`src/rtl/mdu_pkg.sv`:
```
`default_nettype none
// ============================================================================
//  Module      : mdu_pkg
//  Description : Shared definitions for the iterative multiply/divide unit:
//                operation encodings, FSM state type, default operand width
//                and small op-decoding helpers.
//  Revision    : 1.0 - initial release
// ============================================================================
package mdu_pkg;

  localparam int MDU_WIDTH = 32;

  // Operation encodings carried on req_op
  localparam logic [1:0] MDU_MULT  = 2'b00;
  localparam logic [1:0] MDU_MULTU = 2'b01;
  localparam logic [1:0] MDU_DIV   = 2'b10;
  localparam logic [1:0] MDU_DIVU  = 2'b11;

  typedef enum logic [1:0] {
    ST_IDLE = 2'd0,
    ST_BUSY = 2'd1,
    ST_FIX  = 2'd2,
    ST_DONE = 2'd3
  } mdu_state_e;

  // Bit 1 of the op selects divide, bit 0 selects the unsigned flavour.
  function automatic logic op_is_div(input logic [1:0] op);
    return op[1];
  endfunction

  function automatic logic op_is_signed(input logic [1:0] op);
    return ~op[0];
  endfunction

endpackage
`default_nettype wire

```
`src/rtl/mdu_if.sv`:
```
`default_nettype none
// ============================================================================
//  Module      : mdu_if
//  Description : Execute-stage <-> MDU bundle: request handshake, flush,
//                completion pulse and the HI/LO read/write path.
//  Ports       : master = execute stage, slave = mdu
//                req_valid/req_ready/req_op/src_a/src_b : request handshake
//                flush                                   : abandon operation
//                resp_valid                              : completion pulse
//                hi_we/lo_we/hilo_wdata                  : MTHI/MTLO
//                hi/lo                                   : MFHI/MFLO
//  Revision    : 1.0 - initial release
// ============================================================================
interface mdu_if
  import mdu_pkg::*;
#(
  parameter int WIDTH = MDU_WIDTH
) ();

  logic             req_valid;
  logic             req_ready;
  logic [1:0]       req_op;
  logic [WIDTH-1:0] src_a;
  logic [WIDTH-1:0] src_b;
  logic             flush;
  logic             resp_valid;
  logic             hi_we;
  logic             lo_we;
  logic [WIDTH-1:0] hilo_wdata;
  logic [WIDTH-1:0] hi;
  logic [WIDTH-1:0] lo;

  modport master (
    output req_valid, req_op, src_a, src_b, flush, hi_we, lo_we, hilo_wdata,
    input  req_ready, resp_valid, hi, lo
  );

  modport slave (
    input  req_valid, req_op, src_a, src_b, flush, hi_we, lo_we, hilo_wdata,
    output req_ready, resp_valid, hi, lo
  );

endinterface
`default_nettype wire

```
`src/rtl/mdu_div_core.sv`:
```
`default_nettype none
// ============================================================================
//  Module      : mdu_div_core
//  Description : One restoring-division step. Takes the shifted partial
//                remainder {rem, next dividend bit} and the divisor, returns
//                the next remainder and the quotient bit.
//  Ports       : i_part    [WIDTH:0]   shifted partial remainder
//                i_divisor [WIDTH-1:0] divisor magnitude
//                o_rem     [WIDTH-1:0] next partial remainder
//                o_qbit                quotient bit for this step
//  Revision    : 1.0 - initial release
// ============================================================================
module mdu_div_core
  import mdu_pkg::*;
#(
  parameter int WIDTH = MDU_WIDTH
) (
  input  logic [WIDTH:0]   i_part,
  input  logic [WIDTH-1:0] i_divisor,
  output logic [WIDTH-1:0] o_rem,
  output logic             o_qbit
);

  logic [WIDTH:0] w_diff;

  // The running remainder is always below the divisor, so i_part is below
  // twice the divisor and the difference fits in WIDTH+1 signed bits: its
  // top bit is the borrow. (A zero divisor breaks this, but the caller
  // overrides that result.)
  assign w_diff = i_part - {1'b0, i_divisor};
  assign o_qbit = ~w_diff[WIDTH];
  assign o_rem  = o_qbit ? w_diff[WIDTH-1:0] : i_part[WIDTH-1:0];

endmodule
`default_nettype wire

```
`src/rtl/mdu.sv`:
```
`default_nettype none
// ============================================================================
//  Module      : mdu
//  Description : Iterative multiply/divide unit owning HI/LO. Radix-2
//                shift-add multiply and restoring divide on operand
//                magnitudes, one bit per cycle, followed by a sign-fix cycle
//                and a one-cycle completion pulse.
//  Ports       : clk    - clock, rising edge
//                resetn - asynchronous active-low reset
//                bus    - mdu_if.slave (request, flush, response, HI/LO)
//  Config      : MDU_FAST_MUL_EN - single-cycle multiplier for MULT/MULTU
//  Revision    : 1.0 - initial release
// ============================================================================
module mdu
  import mdu_pkg::*;
#(
  parameter int WIDTH = MDU_WIDTH
) (
  input  logic clk,
  input  logic resetn,
  mdu_if.slave bus
);

  localparam int               CNT_W  = $clog2(WIDTH + 1);
  localparam logic [CNT_W-1:0] C_ITER = CNT_W'(WIDTH);

  mdu_state_e r_state;
  mdu_state_e w_state_nxt;

  logic                 r_is_div;
  logic                 r_neg_q;    // product / quotient must be negated
  logic                 r_neg_r;    // remainder must be negated
  logic                 r_div0;
  logic [WIDTH-1:0]     r_a;        // multiplicand, or dividend shifting out
  logic [WIDTH-1:0]     r_b;        // multiplier shifting out, or divisor
  logic [WIDTH-1:0]     r_src_a;    // raw dividend for the divide-by-zero case
  logic [2*WIDTH-1:0]   r_acc;
  logic [CNT_W-1:0]     r_cnt;
  logic [WIDTH-1:0]     r_hi;
  logic [WIDTH-1:0]     r_lo;

  logic                 w_accept;
  logic                 w_signed;
  logic                 w_is_div;
  logic                 w_fast;
  logic [WIDTH-1:0]     w_abs_a;
  logic [WIDTH-1:0]     w_abs_b;
  logic [WIDTH:0]       w_mul_sum;
  logic [WIDTH:0]       w_div_part;
  logic [WIDTH-1:0]     w_div_rem;
  logic                 w_div_qbit;
  logic [2*WIDTH-1:0]   w_prod;
  logic [WIDTH-1:0]     w_quo_mag;
  logic [WIDTH-1:0]     w_rem_mag;
  logic [WIDTH-1:0]     w_res_hi;
  logic [WIDTH-1:0]     w_res_lo;
  logic                 w_done_wr;

  // ---------------------------------------------------------------- request
  assign w_accept = bus.req_valid & (r_state == ST_IDLE) & ~bus.flush;
  assign w_signed = op_is_signed(bus.req_op);
  assign w_is_div = op_is_div(bus.req_op);
  assign w_abs_a  = (w_signed & bus.src_a[WIDTH-1]) ? -bus.src_a : bus.src_a;
  assign w_abs_b  = (w_signed & bus.src_b[WIDTH-1]) ? -bus.src_b : bus.src_b;

`ifdef MDU_FAST_MUL_EN
  logic [2*WIDTH-1:0] w_fast_prod;
  assign w_fast      = ~w_is_div;
  assign w_fast_prod = {{WIDTH{1'b0}}, w_abs_a} * {{WIDTH{1'b0}}, w_abs_b};
`else
  assign w_fast = 1'b0;
`endif

  // ------------------------------------------------------------------- FSM
  always_ff @(posedge clk or negedge resetn) begin
    if (!resetn) r_state <= ST_IDLE;
    else         r_state <= w_state_nxt;
  end

  always_comb begin
    w_state_nxt = r_state;
    if (bus.flush) begin
      w_state_nxt = ST_IDLE;
    end else begin
      case (r_state)
        ST_IDLE: if (bus.req_valid) w_state_nxt = ST_BUSY;
        ST_BUSY: if (r_cnt == '0)   w_state_nxt = ST_FIX;
        ST_FIX:                     w_state_nxt = ST_DONE;
        ST_DONE:                    w_state_nxt = ST_IDLE;
        default:                    w_state_nxt = ST_IDLE;
      endcase
    end
  end

  // -------------------------------------------------------------- datapath
  // Multiply: add the multiplicand into the upper half when the current
  // multiplier bit is set, then shift the whole accumulator right by one.
  assign w_mul_sum  = {1'b0, r_acc[2*WIDTH-1:WIDTH]}
                    + {1'b0, (r_b[0] ? r_a : {WIDTH{1'b0}})};

  // Divide: upper half holds the remainder, lower half collects quotient
  // bits; dividend bits are fed in MSB first from r_a.
  assign w_div_part = {r_acc[2*WIDTH-1:WIDTH], r_a[WIDTH-1]};

  mdu_div_core #(.WIDTH(WIDTH)) u_div_core (
    .i_part    (w_div_part),
    .i_divisor (r_b),
    .o_rem     (w_div_rem),
    .o_qbit    (w_div_qbit)
  );

  always_ff @(posedge clk or negedge resetn) begin
    if (!resetn) begin
      r_is_div <= 1'b0;
      r_neg_q  <= 1'b0;
      r_neg_r  <= 1'b0;
      r_div0   <= 1'b0;
      r_a      <= '0;
      r_b      <= '0;
      r_src_a  <= '0;
      r_acc    <= '0;
      r_cnt    <= '0;
    end else if (w_accept) begin
      r_is_div <= w_is_div;
      r_neg_q  <= w_signed & (bus.src_a[WIDTH-1] ^ bus.src_b[WIDTH-1]);
      r_neg_r  <= w_signed & bus.src_a[WIDTH-1];
      r_div0   <= w_is_div & (bus.src_b == '0);
      r_a      <= w_abs_a;
      r_b      <= w_abs_b;
      r_src_a  <= bus.src_a;
`ifdef MDU_FAST_MUL_EN
      r_acc    <= w_fast ? w_fast_prod : '0;
`else
      r_acc    <= '0;
`endif
      // A zero count sends BUSY straight to FIX on the next edge.
      r_cnt    <= w_fast ? '0 : C_ITER;
    end else if ((r_state == ST_BUSY) && (r_cnt != '0)) begin
      r_cnt <= r_cnt - CNT_W'(1);
      if (r_is_div) begin
        r_acc <= {w_div_rem, r_acc[WIDTH-2:0], w_div_qbit};
        r_a   <= {r_a[WIDTH-2:0], 1'b0};
      end else begin
        r_acc <= {w_mul_sum, r_acc[WIDTH-1:1]};
        r_b   <= {1'b0, r_b[WIDTH-1:1]};
      end
    end
  end

  // -------------------------------------------------------- sign correction
  // Evaluated while in FIX and captured into HI/LO on the FIX->DONE edge.
  // 0x80000000 / -1 needs no special case: |a| / 1 = 0x80000000, the signs
  // agree, and the remainder is zero.
  assign w_prod    = r_neg_q ? -r_acc : r_acc;
  assign w_quo_mag = r_acc[WIDTH-1:0];
  assign w_rem_mag = r_acc[2*WIDTH-1:WIDTH];

  always_comb begin
    w_res_hi = w_prod[2*WIDTH-1:WIDTH];
    w_res_lo = w_prod[WIDTH-1:0];
    if (r_is_div) begin
      if (r_div0) begin
        w_res_hi = r_src_a;
        w_res_lo = '1;
      end else begin
        w_res_hi = r_neg_r ? -w_rem_mag : w_rem_mag;
        w_res_lo = r_neg_q ? -w_quo_mag : w_quo_mag;
      end
    end
  end

  // ------------------------------------------------------------------ HI/LO
  assign w_done_wr = (r_state == ST_FIX) & ~bus.flush;

  // A completing result takes both registers and beats any MTHI/MTLO.
  always_ff @(posedge clk or negedge resetn) begin
    if (!resetn) begin
      r_hi <= '0;
      r_lo <= '0;
    end else if (w_done_wr) begin
      r_hi <= w_res_hi;
      r_lo <= w_res_lo;
    end else begin
      if (bus.hi_we) r_hi <= bus.hilo_wdata;
      if (bus.lo_we) r_lo <= bus.hilo_wdata;
    end
  end

  assign bus.req_ready  = (r_state == ST_IDLE);
  assign bus.resp_valid = (r_state == ST_DONE);
  assign bus.hi         = r_hi;
  assign bus.lo         = r_lo;

endmodule
`default_nettype wire

```
`src/flat_wrapper.sv`:
```
// flat-port wrapper written by rule: the top's interface ports become plain ports
module mdu_flat import mdu_pkg::*;
#(
  parameter int WIDTH = MDU_WIDTH
)
  (clk, resetn, bus_req_valid, bus_req_op, bus_src_a, bus_src_b, bus_flush, bus_hi_we, bus_lo_we, bus_hilo_wdata, bus_req_ready, bus_resp_valid, bus_hi, bus_lo);
  mdu_if #(.WIDTH(WIDTH)) bus_i ();
  input  logic clk;
  input  logic resetn;
  input wire logic [$bits(bus_i.req_valid)-1:0] bus_req_valid;
  input wire logic [$bits(bus_i.req_op)-1:0] bus_req_op;
  input wire logic [$bits(bus_i.src_a)-1:0] bus_src_a;
  input wire logic [$bits(bus_i.src_b)-1:0] bus_src_b;
  input wire logic [$bits(bus_i.flush)-1:0] bus_flush;
  input wire logic [$bits(bus_i.hi_we)-1:0] bus_hi_we;
  input wire logic [$bits(bus_i.lo_we)-1:0] bus_lo_we;
  input wire logic [$bits(bus_i.hilo_wdata)-1:0] bus_hilo_wdata;
  output wire logic [$bits(bus_i.req_ready)-1:0] bus_req_ready;
  output wire logic [$bits(bus_i.resp_valid)-1:0] bus_resp_valid;
  output wire logic [$bits(bus_i.hi)-1:0] bus_hi;
  output wire logic [$bits(bus_i.lo)-1:0] bus_lo;
  assign bus_i.req_valid = bus_req_valid;
  assign bus_i.req_op = bus_req_op;
  assign bus_i.src_a = bus_src_a;
  assign bus_i.src_b = bus_src_b;
  assign bus_i.flush = bus_flush;
  assign bus_i.hi_we = bus_hi_we;
  assign bus_i.lo_we = bus_lo_we;
  assign bus_i.hilo_wdata = bus_hilo_wdata;
  assign bus_req_ready = bus_i.req_ready;
  assign bus_resp_valid = bus_i.resp_valid;
  assign bus_hi = bus_i.hi;
  assign bus_lo = bus_i.lo;
  mdu #(.WIDTH(WIDTH)) u_core (.clk(clk), .resetn(resetn), .bus(bus_i));
endmodule
```
`config.mk`:
```
export PLATFORM = sky130hd
export DESIGN_NAME = mdu_flat
export DESIGN_NICKNAME = d
export VERILOG_FILES = /design/src/rtl/mdu_pkg.sv /design/src/rtl/mdu_if.sv /design/src/rtl/mdu_div_core.sv /design/src/rtl/mdu.sv /design/src/flat_wrapper.sv
export SDC_FILE = /design/constraint.sdc
export NUM_CORES = 1
export LEC_CHECK = 0
export CAP_MARGIN = 10
export CELL_PAD_IN_SITES_DETAIL_PLACEMENT = 1
export CELL_PAD_IN_SITES_GLOBAL_PLACEMENT = 2
export CORE_MARGIN = 2
export CORE_UTILIZATION = 32
export CTS_CLUSTER_DIAMETER = 40
export DETAILED_ROUTE_END_ITERATION = 8
export GPL_ROUTABILITY_DRIVEN = 0
export HOLD_SLACK_MARGIN = 0.1
export PLACE_DENSITY = 0.8
export SETUP_SLACK_MARGIN = 0.05
export SLEW_MARGIN = 5
export SYNTH_ARGS = -nofsm -noshare
export SYNTH_HDL_FRONTEND = slang
export SYNTH_SLANG_ARGS = --single-unit
```
`constraint.sdc`:
```
create_clock -name clk -period 3.5 [get_ports clk]
set_input_delay 0.7 -clock clk [delete_from_list [all_inputs] [get_ports clk]]
set_output_delay 0.7 -clock clk [all_outputs]
set_load 0.1 [all_outputs]
```
Word level (Yosys, flattened, before mapping)
Index checks and enable logic that the tools add are counted.
{"block": "word_totals", "reg_bits": 236, "word_cells": 79, "in_bits": 104}
{"block": "classes", "addsub": 8, "n_eq_ne": 6, "n_mux": 30, "n_reduce_logical": 12, "n_bitwise": 11}
{"cell": "2-to-1 mux 32 bit", "n": 20}
{"cell": "2-to-1 mux 64 bit", "n": 4}
{"cell": "negator 32 bit", "n": 4}
{"cell": "negator 64 bit", "n": 1}
{"cell": "adder 32 x 32 -> 33 bit", "n": 1}
{"cell": "subtractor 33 x 32 -> 33 bit", "n": 1}
{"cell": "logical NOT 32 bit", "n": 1}
{"cell": "2-to-1 mux 6 bit", "n": 2}
{"cell": "one-hot mux 2 bit (4 select lines)", "n": 1}
{"cell": "nonzero test 2 bit", "n": 4}
{"cell": "bitwise AND 1 bit", "n": 7}
{"cell": "logical NOT 6 bit", "n": 1}
{"cell": "2-to-1 mux 2 bit", "n": 3}
{"cell": "AND reduction 2 bit", "n": 3}
{"cell": "nonzero test 6 bit", "n": 1}
{"cell": "subtractor 6 x 1 -> 6 bit (second input constant)", "n": 1}
{"cell": "== test 2 bit (second input constant)", "n": 2}
{"cell": "!= test 3 x 2 -> 1 bit (second input constant)", "n": 1}
{"cell": "!= test 3 bit (second input constant)", "n": 1}
{"cell": "NOT 1 bit", "n": 3}
{"cell": "== test 2 x 1 -> 1 bit (second input constant)", "n": 1}
{"cell": "logical NOT 2 bit", "n": 1}
{"cell": "!= test 2 bit (second input constant)", "n": 1}
{"cell": "logical AND 1 bit", "n": 1}
{"cell": "XOR 1 bit", "n": 1}

Depth between registers and ports, before layout
Gate-level depths: netlist (run 1).
{"block": "depth", "depth_word": 5, "depth_mapped": 14, "ltp_nobuf": 13}

Cells and area by module
From an unflattened synthesis (run 1), not the netlist that was laid out.
{"block": "unflattened", "cells_unflattened": 2236, "area_unflattened_um2": 18403.9}
{"module": "mdu", "seq_area_each_um2": 5905.7, "n_inst": 1, "area_each_um2": 16086.7, "cells_each": 1927}
{"module": "mdu_div_core", "seq_area_each_um2": 0.0, "n_inst": 1, "area_each_um2": 2317.2, "cells_each": 309}

Worst setup path before layout (run 1)
No wires, ideal clock.
{"block": "synth_timing", "path_type": "reg-to-reg", "from": "register u_core.r_acc[32]", "to": "register u_core.r_acc[53]", "path_stages_with_launch": 14, "n_path_buf": 3, "arrival_time_ns": 3.319, "path_slack_ns": 0.044, "path_cell_list": "dfrtp_1 clkbuf_1 inv_1 fa_1 nor2b_1 o2111ai_1 and4b_1 nand4bb_1 nand3_1 xor2_1 clkbuf_1 clkbuf_1 mux2i_1 a21oi_1"}
{"block": "synth_between", "elab_chain_len": 5}
{"item": "from (decl)", "line_no": "mdu.sv:37", "rtl": "logic [2*WIDTH-1:0] r_acc;"}
{"item": "from (signal assigned)", "line_no": "mdu.sv:141", "rtl": "r_acc <= {w_div_rem, r_acc[WIDTH-2:0], w_div_qbit};"}
{"item": "from (signal assigned)", "line_no": "mdu.sv:144", "rtl": "r_acc <= {w_mul_sum, r_acc[WIDTH-1:1]};"}
{"item": "subtractor 33 x 32 -> 33 bit", "line_no": "mdu_div_core.sv:30", "rtl": "assign w_diff = i_part - {1'b0, i_divisor};"}
{"item": "2-to-1 mux 32 bit", "line_no": "mdu_div_core.sv:32", "rtl": "assign o_rem = o_qbit ? w_diff[WIDTH-1:0] : i_part[WIDTH-1:0];"}
{"item": "2-to-1 mux 64 bit (*)", "line_no": "mdu.sv:140", "rtl": "if (r_is_div) begin"}
{"item": "2-to-1 mux 64 bit (*)", "line_no": "mdu.sv:138", "rtl": "end else if ((r_state == ST_BUSY) && (r_cnt != '0)) begin"}
{"item": "2-to-1 mux 64 bit (*)", "line_no": "mdu.sv:123", "rtl": "end else if (w_accept) begin"}
Every way passes the cells marked *; elsewhere a longest branch is shown, timed or not. The select of a mux whose other input is x is not followed.
A chain may end at the register's enable or synchronous reset.

Worst setup path after layout (run 1)
{"block": "layout_timing", "from": "register u_core.r_acc[27]", "to": "register u_core.r_hi[3] (netlist: u_core.bus.hi[3])"}
{"block": "layout_between", "elab_chain_len": 4}
{"item": "negator 64 bit", "line_no": "mdu.sv:154", "rtl": "assign w_prod = r_neg_q ? -r_acc : r_acc;"}
{"item": "2-to-1 mux 64 bit", "line_no": "mdu.sv:154"}
{"item": "2-to-1 mux 32 bit", "line_no": "mdu.sv:161", "rtl": "if (r_is_div) begin"}
{"item": "2-to-1 mux 32 bit", "line_no": "mdu.sv:180", "rtl": "end else if (w_done_wr) begin"}
{"item": "to (signal assigned)", "line_no": "mdu.sv:181", "rtl": "r_hi <= w_res_hi;"}
{"item": "to (signal assigned)", "line_no": "mdu.sv:184", "rtl": "if (bus.hi_we) r_hi <= bus.hilo_wdata;"}
{"item": "to (decl)", "line_no": "mdu.sv:39", "rtl": "logic [WIDTH-1:0] r_hi;"}
No other way between the ends.

==> results of run 1 <==
-- power by group --
| part | switching, uW | internal [uW] |
|---|---|---|
| logic | 10600 | 6260 |
| clock network | 1500 | 2980 |
| registers | 1480 | 4010 |
-- kinds of logic (layout without fill, tap and decap cells) --
family / count (synthesis) / in the layout
adder cells (fa/ha/maj): 77 / 77
buffers and inverters: 219 / 452
AO/OA/AOI/OAI: 598 / 598
flip-flops: 236 / 236
AND/OR/NAND/NOR: 783 / 783
XOR/XNOR: 198 / 198
multiplexers: 141 / 141
-- layout by cell type (no fill, tap or decap), drive strengths merged, types with 33 or more instances in the layout --
cell	Yosys	routed
a31oi	56	56
inv	63	63
and2	38	38
clkbuf	127	62
mux2i	137	137
a21oi	91	91
xnor2	111	111
o21ai	163	163
clkdlybuf4s50	0	157
nand2	366	366
a22oi	47	47
dfrtp	236	236
ha	75	75
xor2	87	87
a211oi	52	52
nor2	173	173
a21o	34	34
buf	29	153
o31ai	33	33
-- how the worst max path moves through the flow --
stage                     start               end  slack, ns  cells after the start
5_1_grt           u_core.r_b[0]  u_core.r_acc[54]       0.05                     13
2_1_floorplan  u_core.r_acc[32]  u_core.r_acc[53]       0.15                     13
3_5_place_dp      u_core.r_b[0]  u_core.r_acc[60]      -0.15                     12
6_report       u_core.r_acc[27]  u_core.bus.hi[3]       0.16                      9
3_3_place_gp       bus_src_b[8]    u_core.r_b[29]      -0.12                     10
4_1_cts        u_core.r_acc[56]  u_core.r_acc[52]       0.08                     11
-- repair_timing --
| item | in CTS | in global routing |
|---|---|---|
| gates resized for setup | 6 | 15 |
| endpoints found under the setup margin | 3 | 13 |
| hold buffers | 0 | 0 |
| pin swaps | 1 | 3 |
| gates cloned | 0 | 1 |
| setup buffers | 0 | 4 |
-- per-layer routing --
| metal | part of all wire (%) | vias to the layer above |
|---|---|---|
| met3 | 4.2 | 141 |
| li1 | - | 8427 |
| met4 | 4.5 | 2 |
| met5 | 0.020 | - |
| met2 | 49 | 397 |
| met1 | 43 | 8996 |
-- area by class of cell --
cell class,count,area (sq um),area share [%]
clock buffers,61,1320,5.70
clock inverters,17,221,0.956
inverters,63,236,1.02
multi-input cells,1797,11700,50.5
flip-flops and latches,236,5910,25.5
well taps,756,946,4.08
repair buffers,311,2840,12.2
-- critical path, stage by stage, from the launching register on --
cell and delay (ns):
dfrtp_1 0.43, or4_1 0.60, or4_1 0.45, or2_2 0.31
or2_1 0.25, buf_12 0.16, o41ai_1 0.39, xnor2_1 0.13
o211ai_1 0.31, o21ai_0 0.15
-- registers in the layout, indices dropped and copies added, names as in the netlist --
signal / count
u_core.r_acc: 64
u_core.bus.hi: 32
u_core.bus.lo: 32
u_core.r_a: 32
u_core.r_b: 32
u_core.r_src_a: 32
u_core.r_cnt: 6
u_core.r_state: 2
u_core.r_div0: 1
u_core.r_is_div: 1
u_core.r_neg_q: 1
u_core.r_neg_r: 1
-- stage by stage --
| step | power [uW] | cell area, sq um |
|---|---|---|
| 6_report | 26800 | 23200 |
| 5_1_grt | 28600 | 23200 |
| 4_1_cts | 26500 | 23100 |
| 3_5_place_dp | 21900 | 21500 |
| 3_3_place_gp | 21400 | 21500 |
| 2_1_floorplan | 16600 | 18400 |
==> impl_metrics.env, run 1 <==
export IMPL_die_area_sq_um=59300
export IMPL_cp_end_kind="register"
export IMPL_cp_start_kind="register"
export IMPL_fin_util_pct=40.9
export IMPL_reg2reg_depth=9
export IMPL_synth_compound_area_share_pct=21.1
export IMPL_drv_slew=0
export IMPL_rrSetupSlack_ns=0.16
export IMPL_synth_seq_cells=236
export IMPL_synth_top_area_share_pct=32.2
export IMPL_fin_crit_sh_pct=95.5
export IMPL_cp_required_ns=3.92
export IMPL_drive_gt1_share_pct=11.1
export IMPL_synthCells=2252
export IMPL_antenna_left=0
export IMPL_cts_sinks=236
export IMPL_cap_violations=0
export IMPL_worstHoldPathType="input port to async pin"
export IMPL_syn_num_nets=2433
export IMPL_synth_avg_cell_area_sq_um=8.15
export IMPL_crit_arrival_ns=3.77
export IMPL_tritoncts="built"
export IMPL_power_density_nw_per_um2=1160
export IMPL_critPathKind="register to register"
export IMPL_clock_latency_ns=0.58
export IMPL_synth_edf_count=0
export IMPL_routed_wl_um=71000
export IMPL_crit_fanout=16
export IMPL_max_freq_ghz=0.299
export IMPL_clock_tree_root_cell="clkbuf_16"
export IMPL_dp_hpwl_um=54100
export IMPL_peakVddDrop_v=0.000697
export IMPL_grt_pass1_wl_um=110000
export IMPL_synth_top_cell_by_area="dfrtp_1"
export IMPL_cts_buffers=46
export IMPL_netlist_area_sq_um=18400
export IMPL_synth_simple_area_share_pct=19.6
export IMPL_ys_top_cells_by_area="dfrtp_1 (32%), nand2_1 (7.5%), mux2i_1 (7.5%)"
export IMPL_wire_per_inst_um=21.9
export IMPL_io_buffers=169
export IMPL_clockBufferDepth=3
export IMPL_grt_pass1_vias=19100
export IMPL_synthAdderAreaFrac_pct=5.33
export IMPL_ys_seq_area_share_pct=32.2
export IMPL_whs_ns=0.120
export IMPL_status="finished clean"
export IMPL_antenna_found_initial=1
export IMPL_layout_nets=2636
export IMPL_skew_ns=0.0371
export IMPL_ys_async_sr_fraction_pct=100
export IMPL_syn_to_final_growth_pct=26.2
export IMPL_via_per_inst=5.54
export IMPL_fp_row_count=87
export IMPL_path_clk_slew_ns=0.05
export IMPL_finalSetupTns_ns=0
export IMPL_num_antenna_cells=0
export IMPL_period_minus_slack_ns=3.34
export IMPL_setup_viol=0
export IMPL_stdcell_count=3241
export IMPL_dr_pass1_iters=6
export IMPL_coreArea_sq_um=56600
export IMPL_synth_top_family_by_area="compound AO/OA/AOI/OAI gates"
export IMPL_hold_violations=0
export IMPL_synth_mux_area_share_pct=7.71
export IMPL_max_slew_margin_pct=28.2
export IMPL_drcViolationCount=0
export IMPL_rsz0062_at_grt="false"
export IMPL_numPlacedInstances=3158
export IMPL_synth_cell_types=78
export IMPL_synth_warnings=0
export IMPL_pre_cts_ws_ns=-0.152
export IMPL_synth_commonest_cells="nand2_1 (366), dfrtp_1 (236), nor2_1 (172)"
export IMPL_die_h_um=244
export IMPL_vias=18000
export IMPL_yosysMostFrequentCell="nand2_1"
export IMPL_synthXorXnorAreaFrac_pct=9.45
export IMPL_use_met3_pct=3.83
export IMPL_htreeDepth=2
export IMPL_met2_usage_pct=40.6
export IMPL_synth_flop_cell="dfrtp_1"
export IMPL_start_util_pct=32.4
export IMPL_drt_initial_drc_count=923
export IMPL_grt_overflow=0
export IMPL_timing_rr_end="u_core.bus.hi[3]"
export IMPL_grt_max_degree=99
export IMPL_grt_busiest_layer="met2"
export IMPL_tightest_slew_ns=1.08
export IMPL_nFillCells=6721
export IMPL_power_leakage_uw=0.0101
export IMPL_use_met1_pct=28.5
export IMPL_die_x_um=244
export IMPL_ioPinCount=170
export IMPL_r2r_start="u_core.r_acc[27]"
export IMPL_grt_total_usage_pct=23.5
export IMPL_fin_ws_ns=0.156
No activity file was read; power rests on OpenSTA's default activity.
==> inputs of run 2 (changes only) <==
--- a/config.mk
+++ b/config.mk
@@ -5,9 +5,9 @@
 export SDC_FILE = /design/constraint.sdc
 export NUM_CORES = 1
 export LEC_CHECK = 0
-export CAP_MARGIN = 10
 export CELL_PAD_IN_SITES_DETAIL_PLACEMENT = 1
 export CELL_PAD_IN_SITES_GLOBAL_PLACEMENT = 2
+export CORE_ASPECT_RATIO = 0.75
 export CORE_MARGIN = 2
 export CORE_UTILIZATION = 32
 export CTS_CLUSTER_DIAMETER = 40
==> run 2 against run 1 <==
Flip-flop and latch count did not move. Largest power group unchanged. Clock skew fell by 0.0034 ns. Non-clock buffer count rose by 13. Die area barely moved. Combinational power barely moved. Critical path depth fell by 1. Worst hold slack improved by 0.011 ns. Clock power fell by 4%. Via count rose by 0.26%. Worst setup slack improved by 0.0095 ns.
==> impl_metrics.env, run 2 (synthesis results as in run 1) <==
export IMPL_status="finished clean"
export IMPL_cp_end_kind="register"
export IMPL_die_x_um=281
export IMPL_numPlacedInstances=3151
export IMPL_fin_util_pct=41.0
export IMPL_tritoncts="built"
export IMPL_path_clk_slew_ns=0.05
export IMPL_dp_hpwl_um=52400
export IMPL_pre_cts_ws_ns=-0.460
export IMPL_grt_pass1_wl_um=110000
export IMPL_vias=18000
export IMPL_routedLengthMet1_um=33900
export IMPL_die_h_um=211
export IMPL_tightest_slew_ns=1.06
export IMPL_ioPinCount=170
export IMPL_dr_pass1_iters=5
export IMPL_drv_slew=0
export IMPL_antenna_left=0
export IMPL_coreArea_sq_um=56300
export IMPL_fp_row_count=75
export IMPL_wire_per_inst_um=21.5
export IMPL_ff_latch_area_sq_um=5910
export IMPL_peakVddDrop_v=0.000394
export IMPL_design_area_sq_um=23100
export IMPL_grt_total_usage_pct=23.3
export IMPL_stdcell_count=3230
export IMPL_clock_tree_root_cell="clkbuf_16"
export IMPL_crit_arrival_ns=3.74
export IMPL_layout_nets=2646
export IMPL_cp_required_ns=3.91
export IMPL_cts_buffers=43
export IMPL_worstHoldPathType="input port to async pin"
export IMPL_cp_cell_sequence="or4_1, or4_1, or2_2, or2_2, o31ai_2, xnor2_1, o211ai_1, o21ai_0"
export IMPL_max_freq_ghz=0.300
export IMPL_cp_start_kind="register"
export IMPL_clock_latency_ns=0.57
export IMPL_cap_violations=0
export IMPL_power_density_nw_per_um2=1140
export IMPL_nFillCells=6633
export IMPL_grt_max_degree=100
export IMPL_hold_violations=0
export IMPL_crit_fanout=13
export IMPL_routed_wl_um=69600
export IMPL_max_slew_margin_pct=29.3
export IMPL_io_buffers=169
export IMPL_r2r_start="u_core.r_acc[26]"
export IMPL_startpoint="u_core.r_acc[26]"
export IMPL_wl_met3_um=3430
export IMPL_crit_slowest_cell="or4_1"
export IMPL_drt_initial_drc_count=1273
export IMPL_clockBufferDepth=3
export IMPL_cts_sinks=236
export IMPL_via_per_inst=5.58
export IMPL_grt_overflow=0
export IMPL_critical_path_max_stage_delay_ns=0.62
export IMPL_rsz0062_at_grt="true"
export IMPL_setup_viol=0
export IMPL_syn_to_final_growth_pct=25.8
export IMPL_skew_ns=0.0338
export IMPL_routed_wl_met2_um=31000
export IMPL_post_cts_buffers=0
export IMPL_routed_top_layer="met4"
export IMPL_power_leakage_uw=0.0101
export IMPL_largest_register="u_core.r_acc"
export IMPL_final_cell_mix="nand2_1 (366), dfrtp_1 (232), buf_4 (174), nor2_1 (170), o21ai_0 (161)"
export IMPL_grt_pass1_vias=18800
export IMPL_die_area_sq_um=59300
export IMPL_drcViolationCount=0
export IMPL_htreeDepth=2
export IMPL_fin_crit_sh_pct=95.3
export IMPL_largest_register_ffs=64
export IMPL_final_common_cell="nand2_1"
export IMPL_dpl_cell_area_sq_um=21600
export IMPL_fin_ws_ns=0.166
export IMPL_multi_input_area_sq_um=11700
export IMPL_critPathKind="register to register"
export IMPL_cts_hold_buf=0
export IMPL_drive_gt1_share_pct=12.4
export IMPL_antenna_found_initial=0
export IMPL_period_minus_slack_ns=3.33
export IMPL_start_util_pct=32.6
-- run 2: cell count changes in the layout (fill, tap and decap cells not counted), sizes merged --
cell / before / now
clkinv: 12 / 11
inv: 63 / 67
bufinv: 5 / 4
clkinvlp: 0 / 4
clkbuf: 62 / 55
buf: 153 / 182
clkdlybuf4s50: 157 / 142
diode: 0 / 1
-- run 2: path summary, 6_finish.rpt --
| check | end | slack, ns | cells after the start |
|---|---|---|---|
| worst max-delay path | u_core.bus.hi[26] | 0.17 | 8 |
| worst min-delay path | u_core.r_b[5] | 0.13 | 1 |
| worst max register to register | u_core.bus.hi[26] | 0.17 | 8 |
| worst min register to register | u_core.r_src_a[26] | 0.48 | 2 |
| max in group asynchronous | u_core.r_is_div | 2.41 | 2 |
| min in group clk | u_core.r_src_a[26] | 0.48 | 2 |
-- run 2: worst max-delay path, delay by kind of cell (launching register included) --
| kind | cells | cell delay (ns) |
|---|---|---|
| and+or+nand+nor | 4 | 1.88 |
| xor gates and xnor gates | 1 | 0.12 |
| AOI/OAI and AO/OA | 3 | 0.79 |
| DFF | 1 | 0.37 |
-- run 2: layout make-up --
type	count	share of cell area, %
timing repair buffer	324	12.4
clock buffer	55	5.25
inverter	63	1.02
multi-input combinational	1797	50.7
clock inverter	23	1.12
tap	731	3.96
antenna	1	0.0108
sequential	236	25.6
-- run 2: where the power goes --
part | switching (uW) | internal (uW) | total (uW)
clock network | 1570 | 2750 | 4320
logic | 10400 | 6160 | 16600
registers | 1430 | 4010 | 5440
-- run 2: routing by layer --
layer	track usage (%)	vias up
met5	0	-
met4	5.18	0
met3	3.43	88
met2	36.9	376
met1	33.6	9097
li1	-	8448
-- run 2: per-stage QoR --
stage | setup TNS, ns | hold slack, ns | total power, uW
after floorplan | 0 | 0.404 | 16600
after global placement | -2.39 | 0.469 | 21300
after detailed placement | -3.20 | 0.467 | 21800
after CTS | 0 | 0.174 | 26300
after global routing | 0 | 0.191 | 28200
final | 0 | 0.131 | 26300
-- run 2: repair_timing --
action,4_1_cts,5_1_grt
resized for setup,4,16
pin swaps,0,2
setup endpoints to repair,5,27
endpoints found under the hold margin,0,0
